==> config.mk <==
export PLATFORM = sky130hd
export DESIGN_NAME = muldiv_seq_16_flat
export DESIGN_NICKNAME = d
export VERILOG_FILES = /design/src/rtl/muldiv_seq_16_if.sv /design/src/rtl/muldiv_seq_16.sv /design/src/flat_wrapper.sv
export SDC_FILE = /design/constraint.sdc
export NUM_CORES = 1
export LEC_CHECK = 0
export CORE_UTILIZATION = 55
export DETAILED_ROUTE_END_ITERATION = 7
export GPL_TIMING_DRIVEN = 0
export PLACE_DENSITY = 0.79
export SYNTH_ARGS = -nofsm -noshare
export SYNTH_HDL_FRONTEND = slang
export SYNTH_SLANG_ARGS = --single-unit
==> constraint.sdc <==
create_clock -name clk -period 9.1 [get_ports clk]
set_input_delay 0.91 -clock clk [delete_from_list [all_inputs] [get_ports clk]]
set_output_delay 0.91 -clock clk [all_outputs]
set_load 0.01 [all_outputs]
==> src/rtl/muldiv_seq_16_if.sv <==
// Start/result bundle for the sequential 16-bit multiply/divide unit.
// The master issues operations; the slave reports progress and results.
interface muldiv_seq_16_if;
  logic        start;
  logic        op;
  logic [15:0] a;
  logic [15:0] b;
  logic        busy;
  logic        done;
  logic [15:0] result_lo;
  logic [15:0] result_hi;
  logic        div0;

  modport master (
    output start, op, a, b,
    input  busy, done, result_lo, result_hi, div0
  );

  modport slave (
    input  start, op, a, b,
    output busy, done, result_lo, result_hi, div0
  );
endinterface

==> src/rtl/muldiv_seq_16.sv <==
// Sequential 16x16 shift-add multiply / 16/16 restoring divide.
// Optional macro MULDIV_DIV0_FAST_EN: divide-by-zero short-cuts to FIN.
module muldiv_seq_16 #(
  parameter int ITER = 16
) (
  input logic           clk,
  input logic           rst_n,
  muldiv_seq_16_if.slave bus
);

  localparam int CW = $clog2(ITER);

  typedef enum logic [1:0] {IDLE, RUN, FIN} state_t;

  state_t        state, state_d;
  logic [CW-1:0] cnt;
  logic          op_l;
  logic [15:0]   opd;
  logic [15:0]   acc_hi, acc_lo;
  logic [15:0]   res_lo, res_hi;
  logic          accept, last, fast;
  logic [16:0]   r_sh, cla_out;
  logic [15:0]   cla_a, cla_b;
  logic          cla_cin;
  logic [15:0]   hi_d, lo_d;

  assign accept = bus.start && (state != RUN);
  assign last   = (state == RUN) && (cnt == CW'(ITER - 1));

`ifdef MULDIV_DIV0_FAST_EN
  logic div0_r;

  assign fast = accept && bus.op && (bus.b == '0);

  always_ff @(posedge clk or negedge rst_n) begin
    if (!rst_n)      div0_r <= 1'b0;
    else if (accept) div0_r <= fast;
  end

  assign bus.div0 = (state == FIN) && div0_r;
`else
  assign fast     = 1'b0;
  assign bus.div0 = 1'b0;
`endif

  assign bus.busy      = (state == RUN);
  assign bus.done      = (state == FIN);
  assign bus.result_lo = res_lo;
  assign bus.result_hi = res_hi;

  always_ff @(posedge clk or negedge rst_n) begin
    if (!rst_n) state <= IDLE;
    else        state <= state_d;
  end

  always_comb begin
    state_d = state;
    unique case (state)
      IDLE, FIN: state_d = accept ? (fast ? FIN : RUN) : IDLE;
      RUN:       if (last) state_d = FIN;
      default:   state_d = IDLE;
    endcase
  end

  // Divide: partial remainder shifted left with the next dividend bit.
  assign r_sh = {acc_hi, acc_lo[15]};

  always_comb begin
    cla_a   = '0;
    cla_b   = '0;
    cla_cin = 1'b0;
    if (state == RUN) begin
      if (op_l) begin
        cla_a   = r_sh[15:0];
        cla_b   = ~opd;
        cla_cin = 1'b1;
      end else begin
        cla_a = acc_hi;
        cla_b = acc_lo[0] ? opd : '0;
      end
    end
  end

  assign cla_out = {1'b0, cla_a} + {1'b0, cla_b}
                 + {16'd0, cla_cin};

  // Carry-out of r' + ~b + 1 is exactly r'[15:0] >= b.
  always_comb begin
    hi_d = acc_hi;
    lo_d = acc_lo;
    if (op_l) begin
      lo_d = {acc_lo[14:0], cla_out[16] | r_sh[16]};
      hi_d = lo_d[0] ? cla_out[15:0] : r_sh[15:0];
    end else begin
      hi_d = cla_out[16:1];
      lo_d = {cla_out[0], acc_lo[15:1]};
    end
  end

  always_ff @(posedge clk or negedge rst_n) begin
    if (!rst_n) begin
      cnt    <= '0;
      op_l   <= 1'b0;
      opd    <= '0;
      acc_hi <= '0;
      acc_lo <= '0;
      res_lo <= '0;
      res_hi <= '0;
    end else if (accept) begin
      cnt    <= '0;
      op_l   <= bus.op;
      opd    <= bus.op ? bus.b : bus.a;
      acc_hi <= '0;
      acc_lo <= bus.op ? bus.a : bus.b;
      if (fast) begin
        res_lo <= '1;
        res_hi <= bus.a;
      end
    end else if (state == RUN) begin
      cnt    <= cnt + 1'b1;
      acc_hi <= hi_d;
      acc_lo <= lo_d;
      if (last) begin
        res_lo <= lo_d;
        res_hi <= hi_d;
      end
    end
  end

endmodule

==> src/flat_wrapper.sv <==
// flat-port wrapper written by rule: the top's interface ports become plain ports
module muldiv_seq_16_flat 
#(
  parameter int ITER = 16
)
  (clk, rst_n, bus_start, bus_op, bus_a, bus_b, bus_busy, bus_done, bus_result_lo, bus_result_hi, bus_div0);
  muldiv_seq_16_if bus_i ();
  input logic clk;
  input logic rst_n;
  input wire logic [$bits(bus_i.start)-1:0] bus_start;
  input wire logic [$bits(bus_i.op)-1:0] bus_op;
  input wire logic [$bits(bus_i.a)-1:0] bus_a;
  input wire logic [$bits(bus_i.b)-1:0] bus_b;
  output wire logic [$bits(bus_i.busy)-1:0] bus_busy;
  output wire logic [$bits(bus_i.done)-1:0] bus_done;
  output wire logic [$bits(bus_i.result_lo)-1:0] bus_result_lo;
  output wire logic [$bits(bus_i.result_hi)-1:0] bus_result_hi;
  output wire logic [$bits(bus_i.div0)-1:0] bus_div0;
  assign bus_i.start = bus_start;
  assign bus_i.op = bus_op;
  assign bus_i.a = bus_a;
  assign bus_i.b = bus_b;
  assign bus_busy = bus_i.busy;
  assign bus_done = bus_i.done;
  assign bus_result_lo = bus_i.result_lo;
  assign bus_result_hi = bus_i.result_hi;
  assign bus_div0 = bus_i.div0;
  muldiv_seq_16 #(.ITER(ITER)) u_core (.clk(clk), .rst_n(rst_n), .bus(bus_i));
endmodule
==> results of run 1 <==
==> area by class of cell <==
cell class              instances  share of cell area [%]
plain buffers                  47                   3.113
clock buffers                  11                   1.993
clock inverters                 5                   1.614
inverters                       6                  0.3417
multi-input cells             473                   46.83
flip-flops and latches         87                   33.03
well taps                     133                   2.525
repair buffers                 68                   10.55
==> stage by stage <==
step	util (%)	setup slack [ns]
final	67.75	4.494
after global routing	67.75	4.196
after CTS	67.75	4.542
after detailed placement	65.30	4.595
after global placement	65.05	4.041
after floorplan	-	5.388
==> cells in the mapped netlist, types with 2 or more instances <==
library cell,count,area (sq um)
dfrtp_1,87,2177
mux2i_1,87,870.8
nand2_1,75,281.5
nor2_1,64,240.2
o21ai_1,39,195.2
o21ai_0,36,180.2
clkbuf_1,33,123.9
a21oi_1,25,125.1
o211ai_1,25,187.7
nand3_1,22,110.1
ha_1,16,200.2
a21o_1,9,67.56
xnor2_1,9,78.83
buf_1,8,30.03
nand2b_1,7,43.79
o31ai_1,7,52.55
inv_1,5,18.77
mux2_2,4,45.04
nor2b_1,4,25.02
nor3_1,4,20.02
xor2_1,4,35.03
a211oi_1,3,22.52
a31oi_1,3,18.77
buf_6,3,33.78
o211a_1,3,30.03
and2_1,2,12.51
and3_1,2,12.51
buf_2,2,10.01
fa_1,2,40.04
o21a_1,2,15.01
or2_2,2,12.51
==> final timing paths <==
path / cells past startpoint / slack [ns] / endpoint
worst max-delay path: 16 / 4.49 / u_core.bus.result_hi[14]
min in group clk: 2 / 0.48 / u_core.bus.result_lo[5]
worst max register to register: 16 / 4.49 / u_core.bus.result_hi[14]
max in group asynchronous: 2 / 8.07 / u_core.acc_hi[13]
worst min register to register: 2 / 0.48 / u_core.bus.result_lo[5]
worst min-delay path: 1 / 0.39 / u_core.bus.result_lo[12]
==> layer usage <==
metal	global-route usage, %	vias up
li1	-	2329
met1	38.35	2404
met4	9.890	0
met3	4.993	20
met2	52.44	180
met5	0	-
==> registers in the layout, summed over array words and instances (netlist names) <==
signal / count
u_core.bus.result_lo: 16
u_core.cnt: 4
u_core.state: 2
u_core.op_l: 1
u_core.bus.result_hi: 16
u_core.acc_lo: 16
u_core.opd: 16
u_core.acc_hi: 16
==> power by group <==
group          internal, mW  total, mW  switching (mW)
Sequential            0.590      0.745           0.155
Combinational         0.899       2.08            1.18
Clock                 0.183      0.329           0.146
==> critical path: cells and delay by family, from the launching register on <==
| kind | cells | cell delay [ns] |
|---|---|---|
| flip-flops | 1 | 0.40 |
| multiplexers | 1 | 0.36 |
| AND/OR/NAND/NOR | 4 | 0.46 |
| AO/OA/AOI/OAI | 4 | 0.89 |
| adder cells (fa/ha/maj) | 2 | 0.67 |
| buffers and inverters | 5 | 1.69 |
==> kinds of logic (layout without fill, tap and decap cells) <==
family          count (synthesis)  count (layout)  synth area share [%]
compound gates                163             163                 18.36
xor+xnor                       13              13                 2.073
fa+ha+maj                      18              18                 4.375
buf+inv                        53             137                 4.147
flops                          87              87                 39.64
mux                            92              92                 16.88
other cells                     1               1               0.06829
simple gates                  186             186                 14.45
==> results.py, run 1 <==
metrics = {
    "final_layout": {
        "num-fill-cells": 835,
        "seq_area_sq_mm": 0.002177,
        "fin_cells": 830,
        "final_cell_mix": "87 x mux2i_1, 87 x dfrtp_1, 75 x nand2_1, 66 x clkdlybuf4s50_1, 64 x nor2_1",
        "area_growth_pct": 20.03,
        "num_antenna_cells": 0,
        "multiInputGateArea_sq_mm": 0.003087,
        "stdcell_area_sq_mm": 0.006591,
        "nNetsFinal": 746,
        "drive_gt1_share_pct": 4.878,
    },
    "clocking": {
        "cts_max_level": 3,
        "cts-resized-gates": 0,
        "clk_latency_ns": 0.37,
        "clockRootBuffer": "clkbuf_8",
        "cts-buffers-inserted": 9,
        "hold_buffers": 0,
        "cts.sinks": 87,
        "tritoncts": "done",
        "clkTransAtPathRegs_ns": 0.10,
        "clockBufferDepth": 2,
        "post-cts-setup-buffers": 0,
    },
    "global_route": {
        "grt_pass1_vias": 4723,
        "antenna_found_initial": 0,
        "grt_pass1_wl_mm": 23.66,
        "grt_remaining_overflow": 0,
        "grt_use_total_pct": 30.15,
        "grt_max_degree": 73,
    },
    "timing": {
        "relSlewSlack_pct": 49.27,
        "skew_ns": 0.01055,
        "timing.fmax_mhz": 217.1,
        "fin_tns_setup_ns": 0,
        "finalHoldViolations": 0,
        "period_minus_slack_ns": 4.606,
        "rsz0062_at_grt": "false",
        "setup_viol": 0,
        "fin_crit_sh_pct": 50.61,
        "whs_ns": 0.3934,
        "maxSlewViolCount": 0,
        "tightest_slew_ns": 0.7610,
    },
    "critical_path": {
        "r2r-start": "u_core.state[0]",
        "cp-start-kind": "flip-flop",
        "worstPathRequired_ns": 9.34,
        "critical_path.cell_chain": "nand2b_1 > clkbuf_1 > clkbuf_1 > buf_1 > nor2_1 > fa_1 > inv_1 > fa_1 > nand2b_1 > a21oi_1 > o21a_1 > a211oi_4 > buf_6 > mux2_1 > nand2_1 > a31oi_1",
        "slowest_stage": "clkbuf_1",
        "worst_path_largest_cell_delay_ns": 0.53,
        "critPathMaxFanout": 10,
        "end_kind": "flip-flop",
        "criticalPathCategory": "reg -> reg",
        "crit_start": "u_core.state[0]",
        "cp_data_arrival_time_ns": 4.85,
    },
    "drt": {
        "met2_length_mm": 7.373,
        "wl_met3_microns": 795,
        "firstDrtPassIters": 7,
        "drt-initial-drc-count": 326,
        "dr_total_vias": 4933,
        "drt_wl_total_mm": 14.99,
        "via_per_inst": 5.943,
        "drc": 2,
        "routedWlPerCell_microns": 18.07,
        "ant_nets": 0,
        "wl_met1_mm": 6.566,
        "routed.top_layer": "met4",
    },
    "yosys": {
        "netlist_area_sq_mm": 0.005492,
        "postSynthCellCount": 613,
        "synth-seq-cells": 87,
        "synth_enable_flop_cells": 0,
        "ys_warn_count": 0,
        "synthFlopType": "dfrtp_1",
        "ys_seq_area_share_pct": 39.64,
        "synth_fp_nets": 667,
        "avgSynthCellArea_sq_um": 8.958,
        "synthArstFlopShare_pct": 100.0,
        "synth_cell_types": 50,
    },
    "placement": {
        "place_area_sq_mm": 0.006354,
        "portBuffers": 67,
        "dp.cells": 814,
        "dpl.hpwl_mm": 11.04,
        "place.gp.congestion": 0.9236,
    },
    "outcome": {
        "run_status": "finished, violations left",
        "violations": "design-rule violations",
    },
    "die": {
        "die_x_microns": 101.9,
        "initial_core_util_pct": 56.44,
        "num_rows": 36,
        "core-area_sq_mm": 0.009729,
        "fp.dieArea_sq_mm": 0.01039,
        "die_h_microns": 101.9,
        "ios": 71,
    },
    "pwr": {
        "pwr_density_cell_mw_per_mm2": 478.8,
        "finalPower_mw": 3.156,
        "ir_worst_vdd_v": 0.0002554,
        "p_leak_nw": 3.029,
    },
    "hold_path": {
        "hold_path.class": "in -> async",
    },
    "flow_run": {
        "drv_cap": 0,
    },
}
No activity file was read; power rests on OpenSTA's default activity.
==> run 2: changes to the inputs <==
Clock period 9.1 ns to 4.4 ns, I/O delays scaled along.
==> run 2 against run 1 <==
  * The flow still finishes with violations (design-rule violations)
  * Flip-flop and latch count unchanged
  * Cell count grew 0.12%
  * Combinational power rose by 110%
  * Hold slack improved by 0.083 ns
  * Worst setup slack worse by 4.1 ns
  * Routed wire length grew 0.51%
  * Via count down 0.43%
  * Sequential share of layout area fell by 0.10 points
  * Power rose by 110%
==> results.py, run 2 (same netlist as run 1, synthesis figures left out) <==
metrics = {
    "timing": {
        "finalHoldViolations": 0,
        "tightest_slew_ns": 0.7627,
        "relSlewSlack_pct": 49.15,
        "timing.fmax_mhz": 246.6,
        "setup_viol": 0,
        "skew_ns": 0.006914,
        "rsz0062_at_grt": "false",
        "maxSlewViolCount": 0,
        "fin_crit_sh_pct": 92.17,
        "period_minus_slack_ns": 4.056,
    },
    "clocking": {
        "cts-buffers-inserted": 9,
        "tritoncts": "done",
        "cts.sinks": 87,
        "clk_latency_ns": 0.37,
        "clockBufferDepth": 2,
        "clkTransAtPathRegs_ns": 0.09,
        "cts_max_level": 3,
        "clockRootBuffer": "clkbuf_8",
        "post-cts-setup-buffers": 0,
    },
    "critical_path": {
        "cp_common_cell": "clkbuf_2",
        "cp-start-kind": "flip-flop",
        "criticalPathCategory": "reg -> reg",
        "slowest_stage": "a211oi_1",
        "cp_data_arrival_time_ns": 4.35,
        "critPathMaxFanout": 10,
        "worst_path_largest_cell_delay_ns": 0.40,
        "end_kind": "flip-flop",
        "worstPathRequired_ns": 4.69,
        "critical_path.cell_chain": "nand2b_1 > clkbuf_2 > clkbuf_2 > clkbuf_2 > nor2_1 > fa_1 > inv_1 > fa_1 > nand2b_1 > a21oi_1 > o211ai_1 > a21o_1 > a211oi_1 > mux2_1 > nand2_1 > a31oi_1",
    },
    "drt": {
        "firstDrtPassIters": 7,
        "drc": 2,
        "drt_wl_total_mm": 15.07,
        "routedWlPerCell_microns": 18.14,
        "ant_nets": 0,
        "dr_total_vias": 4912,
        "drt-initial-drc-count": 300,
        "via_per_inst": 5.911,
    },
    "final_layout": {
        "num-fill-cells": 835,
        "drive_gt1_share_pct": 6.017,
        "num_antenna_cells": 0,
        "area_growth_pct": 20.39,
        "nNetsFinal": 747,
        "stdcell_area_sq_mm": 0.006611,
        "fin_cells": 831,
        "final_cell_mix": "87 x mux2i_1, 87 x dfrtp_1, 75 x nand2_1, 66 x clkdlybuf4s50_1, 64 x nor2_1",
    },
    "placement": {
        "place_area_sq_mm": 0.006354,
        "dp.cells": 814,
        "portBuffers": 67,
        "dpl.hpwl_mm": 11.04,
        "place.gp.congestion": 0.9236,
    },
    "pwr": {
        "switchingPower_mw": 3.070,
        "p_int_mw": 3.466,
        "p_leak_nw": 3.058,
        "clkPwrFrac_pct": 10.4,
        "p_comb_share_pct": 66.0,
        "pwr_density_cell_mw_per_mm2": 988.6,
        "swShare_pct": 46.98,
        "power_frac_seq_pct": 23.6,
        "ir_worst_vdd_v": 0.0005256,
    },
    "global_route": {
        "grt_max_degree": 73,
        "grt_pass1_wl_mm": 23.69,
        "grt_remaining_overflow": 0,
        "grt_use_total_pct": 30.20,
        "grt_pass1_vias": 4728,
        "antenna_found_initial": 0,
    },
    "die": {
        "ios": 71,
        "fp.dieArea_sq_mm": 0.01039,
        "initial_core_util_pct": 56.44,
        "die_x_microns": 101.9,
        "num_rows": 36,
        "die_h_microns": 101.9,
        "core-area_sq_mm": 0.009729,
    },
    "hold_path": {
        "hold_path.class": "in -> async",
    },
    "outcome": {
        "run_status": "finished, violations left",
        "violations": "design-rule violations",
    },
    "flow_run": {
        "drv_cap": 0,
    },
}
[run 2: metrics by stage]
stage	setup WS [ns]	setup TNS (ns)	hold WS, ns	utilization, %	power, mW
5_1_grt	0.03703	0	0.4961	67.95	7.055
2_1_floorplan	0.6878	0	0.1444	-	4.564
3_5_place_dp	-0.1054	-0.9258	0.3201	65.30	5.770
6_report	0.3444	0	0.4761	67.95	6.536
3_3_place_gp	-0.1891	-17.35	0.4603	65.05	5.676
4_1_cts	0.04319	0	0.4684	67.88	6.490
[run 2: what timing repair did]
item	CTS	global route
endpoints found under the setup margin	20	32
endpoints found under the hold margin	15	0
hold buffers	1	0
gates resized for setup	2	10
[run 2: area by class of cell]
type                       count  area, sq um  area share (%)
multi-input combinational    473         3087           46.69
sequential                    87         2177           32.93
timing repair buffer          69        705.7           10.67
buffer                        47        215.2           3.255
tap                          133        166.4           2.517
clock buffer                  11        131.4           1.987
clock inverter                 5        106.4           1.609
inverter                       6        22.52          0.3407
[run 2: per-layer routing]
metal  GRT usage, %  part of all wire (%)  up-vias
li1               -                     -     2333
met1          38.41                    44     2408
met2          52.55                    49      149
met3          4.993                   5.4       22
met4          9.890                   1.4        0
met5              0                     0        -
[run 2: worst max-delay path, delay by kind of cell, from the launching register on]
family,cells,cell delay [ns]
flops,1,0.37
fa+ha+maj,2,0.63
compound gates,5,1.32
mux,1,0.23
buf+inv,4,0.81
simple gates,4,0.60
[run 2: power groups by stage]
stage | registers, mW | clock network (mW) | logic, mW
2_1_floorplan | 1.53 | 0 | 3.03
3_3_place_gp | 1.53 | 0 | 4.15
3_5_place_dp | 1.54 | 0 | 4.23
4_1_cts | 1.53 | 0.687 | 4.27
5_1_grt | 1.57 | 0.718 | 4.76
6_report | 1.54 | 0.680 | 4.31
[run 2: final timing paths]
kind,cells past startpoint,endpoint,slack (ns),start
worst max-delay path,16,u_core.bus.result_hi[14],0.34,u_core.state[1]
worst min-delay path,2,u_core.bus.result_lo[12],0.48,rst_n
worst max register to register,16,u_core.bus.result_hi[14],0.34,u_core.state[1]
worst min register to register,2,u_core.bus.result_lo[5],0.48,u_core.bus.result_lo[5]
max in group asynchronous,3,u_core.acc_hi[8],3.29,rst_n
min in group clk,2,u_core.bus.result_lo[5],0.48,u_core.bus.result_lo[5]
